$ cat src/rtl/clmul_seq_gf2.sv
// clmul_seq_gf2: digit-serial carry-less (GF(2)[x]) multiplier.
//
// Retires D bits of the multiplier per cycle; a W x W operand pair yields a
// 2W-bit product after W/D RUN cycles. The product is held on p with
// out_valid high until the consumer accepts it.
//
// Ports:
//   clk        rising-edge clock
//   rst        asynchronous active-high reset
//   in_valid   operand pair valid
//   in_ready   block can accept an operand pair (IDLE and not in reset)
//   a          multiplicand, bit i = coefficient of x^i
//   b          multiplier, bit i = coefficient of x^i
//   out_valid  p holds a finished product
//   out_ready  consumer accepts p
//   p          product a*b over GF(2); bit 2W-1 is always 0
module clmul_seq_gf2 #(
  parameter int unsigned W = 32,
  parameter int unsigned D = 1
) (
  input  logic           clk,
  input  logic           rst,
  input  logic           in_valid,
  output logic           in_ready,
  input  logic [W-1:0]   a,
  input  logic [W-1:0]   b,
  output logic           out_valid,
  input  logic           out_ready,
  output logic [2*W-1:0] p
);

  localparam int unsigned Steps = W / D;
  localparam int unsigned CntW  = $clog2(Steps + 1);

  if (W % D != 0) begin : g_digit_check
    $error("clmul_seq_gf2: W must be a multiple of D");
  end

  typedef enum logic [1:0] {StIdle, StRun, StDone} state_e;

  state_e            state_q, state_d;
  logic [2*W-1:0]    a_q, a_d;
  logic [W-1:0]      b_q, b_d;
  logic [2*W-1:0]    acc_q, acc_d;
  logic [CntW-1:0]   cnt_q, cnt_d;
  logic [2*W-1:0]    partial;
  logic              last_digit;

  assign last_digit = (cnt_q == CntW'(Steps - 1));

  // State register.
  always_ff @(posedge clk or posedge rst) begin
    if (rst) begin
      state_q <= StIdle;
    end else begin
      state_q <= state_d;
    end
  end

  // Next-state logic.
  always_comb begin
    state_d = state_q;
    unique case (state_q)
      StIdle:  if (in_valid)   state_d = StRun;
      StRun:   if (last_digit) state_d = StDone;
      StDone:  if (out_ready)  state_d = StIdle;
      default: state_d = StIdle;
    endcase
  end

  // Outputs decode from state only; in_ready is additionally masked by reset.
  always_comb begin
    in_ready  = (state_q == StIdle) && !rst;
    out_valid = (state_q == StDone);
  end

  assign p = acc_q;

  // XOR of the current digit's shifted multiplicand copies.
  always_comb begin
    partial = '0;
    for (int unsigned j = 0; j < D; j++) begin
      if (b_q[j]) partial = partial ^ (a_q << j);
    end
  end

  always_comb begin
    a_d   = a_q;
    b_d   = b_q;
    acc_d = acc_q;
    cnt_d = cnt_q;
    unique case (state_q)
      StIdle: begin
        if (in_valid) begin
          a_d   = {{W{1'b0}}, a};
          b_d   = b;
          acc_d = '0;
          cnt_d = '0;
        end
      end
      StRun: begin
        // A is 2W wide, so nothing useful is shifted out before the last digit.
        acc_d = acc_q ^ partial;
        a_d   = a_q << D;
        b_d   = b_q >> D;
        cnt_d = cnt_q + CntW'(1);
      end
      default: ;
    endcase
  end

  always_ff @(posedge clk or posedge rst) begin
    if (rst) begin
      a_q   <= '0;
      b_q   <= '0;
      acc_q <= '0;
      cnt_q <= '0;
    end else begin
      a_q   <= a_d;
      b_q   <= b_d;
      acc_q <= acc_d;
      cnt_q <= cnt_d;
    end
  end

endmodule
$ cat config.mk
export PLATFORM = sky130hd
export DESIGN_NAME = clmul_seq_gf2
export DESIGN_NICKNAME = d
export VERILOG_FILES = /design/src/rtl/clmul_seq_gf2.sv
export SDC_FILE = /design/constraint.sdc
export NUM_CORES = 1
export LEC_CHECK = 0
export CORE_UTILIZATION = 52
export DETAILED_ROUTE_END_ITERATION = 10
export GPL_ROUTABILITY_DRIVEN = 0
export PLACE_DENSITY = 0.8
export SLEW_MARGIN = 20
export SYNTH_ARGS = -nofsm -noshare
export SYNTH_HDL_FRONTEND = slang
export SYNTH_SLANG_ARGS = --single-unit
$ cat constraint.sdc
create_clock -name clk -period 7.5 [get_ports clk]
set_input_delay 1.5 -clock clk [delete_from_list [all_inputs] [get_ports clk]]
set_output_delay 1.5 -clock clk [all_outputs]
set_load 0.01 [all_outputs]
After elaboration in Yosys (flattened, before gate mapping). Index checks and enable logic that the tools add are counted.

Output and inout bits: 66. Register bits: 168. Logic and storage cells: 32. Input port bits: 68.

Add/subtract/negate cells: 1. Equality and inequality tests: 6. Mux-type cells: 13. Bitwise gates (word level): 1. Reduce and logical (&&, ||, !) cells: 6.

Operators with widths (count): case mux 64 bit (2 select lines) (2); two-way mux 64 bit (3); case mux 32 bit (2 select lines) (1); bitwise XOR 64 bit (1); two-way mux 32 bit (1); case mux 6 bit (2 select lines) (1); adder 6 x 1 -> 6 bit (second input constant) (1); equality test 6 x 5 -> 1 bit (second input constant) (1); two-way mux 2 bit (3); two-way mux 6 bit (1); case mux 2 bit (3 select lines) (1); inequality test 2 bit (second input constant) (2); AND reduction 3 bit (1); equality test 2 x 1 -> 1 bit (second input constant) (1); equality test 2 bit (second input constant) (1); zero test 2 bit (1); inequality test 2 x 1 -> 1 bit (second input constant) (1); AND reduction 2 bit (1); nonzero test 2 bit (1); logical AND 1 bit (1); zero test 1 bit (1).

Longest topological paths before layout. Gate-level depths: netlist (run 1).

Depth after elaboration: 3. Gate-level depth with buffers: 6. Mapped depth without buffers: 4.

Least setup slack after synthesis (run 1). OpenSTA, ideal clock, no wires.

Path type: input port to output port. Start point: input rst. End point: output in_ready. Data arrival time: 1759 ps. Required time: 6000 ps. Stages: 1. Buffers on the path: 0. Path slack: 4241 ps. Cells stage by stage: nor3_1.

Word-level cells in the longest chain between the ends: 2.

RTL lines: from (decl) (RTL line 22) `input logic rst,`; zero test 1 bit (no line); logical AND 1 bit (RTL line 73) `in_ready = (state_q == StIdle) && !rst;`; to (decl) (RTL line 24) `output logic in_ready,`.

Every way passes these cells.

Worst setup path after layout (run 1). Same ends and word-level chain as after synthesis.

==> qor.yml, run 1 <==
status: "finished clean"
hp-class: "flop to flop"
yosysWarnings: 0
min-delay-start: "p[37]"
highest_layer: "met4"
synth_ff_type: "dfrtp_1"
clock_latency_ns: 0.42
endpoint_kind: "output port"
max_freq_ghz: 0.236
syn_nets: 803
power_density_nw_per_um2: 408
startpoint: "rst"
peakVddDrop_uv: 172
path_class: "primary input to output port"
path_cells: "clkdlybuf4s50_1, nor3_1, clkdlybuf4s50_1"
grt_pass1_wl_um: 26900
die-area_um2: 14300
met1_length_um: 6840
crit_required_ns: 6.00
wire_per_inst_um: 15.7
finalNetCount: 907
antenna_found_initial: 0
setup_viol: 0
fin_crit_ns: 4.23
synth_edf_count: 0
maxCapViolCount: 0
coreArea_um2: 13300
dr.pass1.iters: 5
die_w_um: 120
grt_usage: 0.240
wl_met3_um: 843
yosysSeqAreaShare: 0.584
async_flop_share: 1.00
numCtsBuffers: 17
drtIter0Drc: 370
cts_resized: 0
fin_skew_ns: 0.00726
yosys.cell_types.count: 29
cp_max_fo: 2
ctsLongestPathBuffers: 2
drive_gt1_frac: 0.0436
start_util: 0.539
worst_slew_pin_slew_ns: 1.04
htree_levels: 4
dpl.hpwl_um: 10100
ant_nets: 0
dp_slack_ns: 3.26
cp-start-kind: "primary input"
grt_max_degree: 94
met2_length_um: 7960
rsz0062_at_grt: "false"
slowest_stage: "clkdlybuf4s50_1"
worstPathArrival_ns: 2.73
synth_seq_cells: 168
post-cts-setup-buffers: 0
total_power_uw: 3710
setup_tns_ns: 0
syn_inst: 734
clk_pin_slew_ns: 0.06
avgSynthCellArea_um2: 9.81
fin_cells: 1024
diodes: 0
max_slew_margin: 0.304
io_pins: 134
syn-cell-area_um2: 7200
period_share: 0.564
fillers: 1037
dp_cells: 995
cts_hold_buffers: 0
hold_viol_final: 0
finalWirelength_um: 16100
tritoncts: "built"
placementRows: 42
vias_per_cell: 5.56
overflow: 0
syn2layout_area_growth_pct: 26.2
r2r_start: "state_q[0]"
num_vias: 5692
die_height_um: 120
grt_pass1_vias: 5568
power_leakage_uw: 0.00453
cpMostUsedCell: "clkdlybuf4s50_1"
post-route-cell-area_um2: 9080
root_buffer: "clkbuf_16"
setup_ws_ns: 3.27
clock_sinks: 168
placed_area_um2: 8540
drc: 0
maxSlewViolCount: 0
cpPeakStageDelay_ns: 0.57
numPortBuffers: 133
[sequential cells by signal (all words and copies together) (netlist names)]
signal	flops
b_q	32
p	64
a_q	64
state_q	2
cnt_q	6
[cell type report]
cell class / count / area [um^2] / area share
clock inverter: 4 / 70.1 / 0.00771
clock buffer: 25 / 475 / 0.0523
timing repair buffer: 138 / 1370 / 0.151
multi-input combinational: 511 / 2730 / 0.301
inverter: 2 / 12.5 / 0.00138
sequential: 168 / 4200 / 0.463
tap: 176 / 220 / 0.0242
[per-layer routing]
layer | GRT usage | vias up
met5 | 0 | -
met2 | 0.391 | 153
li1 | - | 2691
met3 | 0.0646 | 34
met4 | 0.110 | 0
met1 | 0.299 | 2814
[stage by stage]
step / util / hold slack (ns)
2_1_floorplan: - / 0.447
3_3_place_gp: 0.640 / 0.458
3_5_place_dp: 0.640 / 0.463
4_1_cts: 0.681 / 0.474
5_1_grt: 0.681 / 0.490
6_report: 0.681 / 0.468
[cell usage after synthesis (2+ instances only)]
| cell | n | share of area |
|---|---|---|
| nor3_1 | 2 | 0.0014 |
| nand4b_1 | 18 | 0.022 |
| a22oi_1 | 62 | 0.065 |
| nand2_1 | 289 | 0.15 |
| buf_1 | 3 | 0.0016 |
| buf_6 | 8 | 0.013 |
| mux2i_1 | 46 | 0.064 |
| inv_1 | 2 | 0.0010 |
| nand3_1 | 56 | 0.039 |
| buf_2 | 20 | 0.014 |
| o21ai_1 | 13 | 0.0090 |
| nor2b_1 | 2 | 0.0017 |
| dfrtp_1 | 168 | 0.58 |
| o21ai_0 | 9 | 0.0063 |
| clkbuf_1 | 22 | 0.011 |
[kinds of logic (layout without fill, tap and decap cells)]
kind of cell / after synthesis / count (layout) / synth area share
and+or+nand+nor: 371 / 371 / 0.219
DFF: 168 / 168 / 0.584
AOI/OAI and AO/OA: 92 / 92 / 0.0895
buffers and inverters: 55 / 169 / 0.0405
muxes: 46 / 46 / 0.0640
adders and majority gates: 1 / 1 / 0.00174
xor gates and xnor gates: 1 / 1 / 0.00122
[final timing paths]
check                      endpoint  slack (ns)  cells past startpoint
max                        in_ready        3.27                      3
min                           p[37]        0.47                      1
max reg2reg                cnt_q[2]        4.52                      4
min reg2reg                   p[37]        0.47                      1
max in group asynchronous   a_q[56]        4.35                      3
min in group asynchronous     p[51]        1.67                      2
[cells in the final DEF, fill, tap and decap left out, types with 2 or more instances in the layout]
| cell type | n |
|---|---|
| dfrtp_1 | 168 |
| clkbuf_1 | 6 |
| clkdlybuf4s50_1 | 133 |
| nor3_1 | 2 |
| buf_4 | 5 |
| clkbuf_16 | 17 |
| o21ai_0 | 9 |
| nand3_1 | 56 |
| clkbuf_8 | 2 |
| nand4b_1 | 18 |
| clkinv_2 | 2 |
| a22oi_1 | 62 |
| mux2i_1 | 46 |
| o21ai_1 | 13 |
| bufinv_16 | 2 |
| nand2_1 | 289 |
[where the power goes]
group / internal [uW] / total [uW] / switching [uW]
Sequential: 1290 / 1600 / 315
Clock: 501 / 828 / 326
Combinational: 591 / 1280 / 685
Total: 2380 / 3710 / 1330
[worst max-delay path: cells and delay by family]
kind | cells | cell delay [ns]
buffers and inverters | 2 | 1.06
and+or+nand+nor | 1 | 0.17
No activity file was read; power rests on OpenSTA's default activity.
==> inputs of run 2 (changes only) <==
--- a/config.mk
+++ b/config.mk
@@ -5,10 +5,10 @@
 export SDC_FILE = /design/constraint.sdc
 export NUM_CORES = 1
 export LEC_CHECK = 0
-export CORE_UTILIZATION = 52
+export CORE_UTILIZATION = 47
 export DETAILED_ROUTE_END_ITERATION = 10
 export GPL_ROUTABILITY_DRIVEN = 0
-export PLACE_DENSITY = 0.8
+export PLACE_DENSITY = 0.76
 export SLEW_MARGIN = 20
 export SYNTH_ARGS = -nofsm -noshare
 export SYNTH_HDL_FRONTEND = slang
==> constraint.sdc (replaced) <==
create_clock -name clk -period 3.55 [get_ports clk]
set_input_delay 0.71 -clock clk [delete_from_list [all_inputs] [get_ports clk]]
set_output_delay 0.71 -clock clk [all_outputs]
set_load 0.01 [all_outputs]
==> qor.yml, run 2 (synthesis results as in run 1) <==
status: "finished clean"
fillers: 1179
seq_power_share: 0.418
worst_slew_pin_slew_ns: 0.965
setup_viol: 0
coreArea_um2: 14800
grt_pass1_vias: 5543
crit_required_ns: 2.84
maxCapViolCount: 0
vias_per_cell: 5.37
drive_gt1_frac: 0.0607
power.net_switching_uw: 2900
placementRows: 44
max_slew_margin: 0.356
numCtsBuffers: 17
die-area_um2: 15800
start_util: 0.488
maxSlewViolCount: 0
final_common_cell: "nand2_1"
syn2layout_area_growth_pct: 28.9
finalNetCount: 914
root_buffer: "clkbuf_16"
finalWirelength_um: 16100
post-cts-setup-buffers: 0
grt_usage: 0.220
grt_pass1_wl_um: 27500
max_freq_ghz: 0.381
dr.pass1.iters: 5
rsz0062_at_grt: "false"
cts_hold_buffers: 0
drc: 0
pwr-share-clk: 0.237
overflow: 0
die_w_um: 126
cpPeakStageDelay_ns: 0.56
hold_viol_final: 0
clock_latency_ns: 0.43
grt_max_degree: 65
intPower_uw: 5130
htree_levels: 4
fin_skew_ns: 0.00691
rrSetupSlack_ns: 1.37
cts_resized: 0
cp_max_fo: 16
slowest_stage: "clkdlybuf4s50_1"
power_leakage_uw: 0.00460
fin_crit_ns: 2.63
final_cell_mix: "nand2_1 (289), dfrtp_1 (168), clkdlybuf4s50_1 (133)"
diodes: 0
ant_nets: 0
critPathTopFamily: "buffers and inverters"
period_share: 0.740
dpl.hpwl_um: 9980
drtIter0Drc: 410
combPwrFrac: 0.345
wire_per_inst_um: 15.4
final_util: 0.629
ctsLongestPathBuffers: 2
worstPathBufferInverterCount: 2
numPortBuffers: 133
io_pins: 134
endpoint_kind: "output port"
worstPathArrival_ns: 1.92
num_vias: 5594
path_cells: "buf_4, nor3_1, clkdlybuf4s50_1"
tritoncts: "built"
power_density_nw_per_um2: 866
cp-start-kind: "flop"
path_class: "flop to output port"
clock_sinks: 168
multiInputGateArea_um2: 2730
seq_area_um2: 4200
total_power_uw: 8030
peakVddDrop_uv: 530
setup_tns_ns: 0
hp-class: "flop to flop"
switching_share: 0.361
die_height_um: 126
clk_pin_slew_ns: 0.06
antenna_found_initial: 0
## run 2: layout make-up
cell class,count,area share
clock buffer,17,0.0459
clock inverter,14,0.0189
multi-input combinational,511,0.295
sequential,168,0.453
timing repair buffer,145,0.161
inverter,2,0.00121
tap,184,0.0248
## run 2: power by group through the flow
| stage | sequential (uW) | combinational [uW] | clock [uW] |
|---|---|---|---|
| floorplan | 3350 | 1620 | 0 |
| global placement | 3350 | 2700 | 0 |
| detailed placement | 3370 | 2800 | 0 |
| CTS | 3360 | 2810 | 1920 |
| global route | 3480 | 3120 | 2010 |
| finish | 3360 | 2770 | 1900 |
## run 2: final timing paths
check / startpoint / endpoint / depth (start not counted)
min in group asynchronous: rst / p[52] / 2
hold / removal: p[38] / p[38] / 1
hold reg to reg: p[38] / p[38] / 1
max in group asynchronous: rst / b_q[10] / 3
setup reg to reg: b_q[0] / p[14] / 3
setup / recovery: state_q[1] / in_ready / 3
## run 2: routing by layer
layer	global-route usage	wire length (um)	part of all wire
met3	0.0629	982	0.061
met1	0.293	7220	0.45
met2	0.336	7500	0.47
met4	0.0964	382	0.024
met5	0	0	0
## run 2: through the flow
step	std cells	cell area (um^2)	setup WS [ns]	hold WS [ns]
2_1_floorplan	734	7200	0.699	0.447
3_3_place_gp	1010	8670	0.970	0.458
3_5_place_dp	1010	8670	0.957	0.462
4_1_cts	1041	9280	0.886	0.474
5_1_grt	1041	9280	0.807	0.491
6_report	1041	9280	0.922	0.471
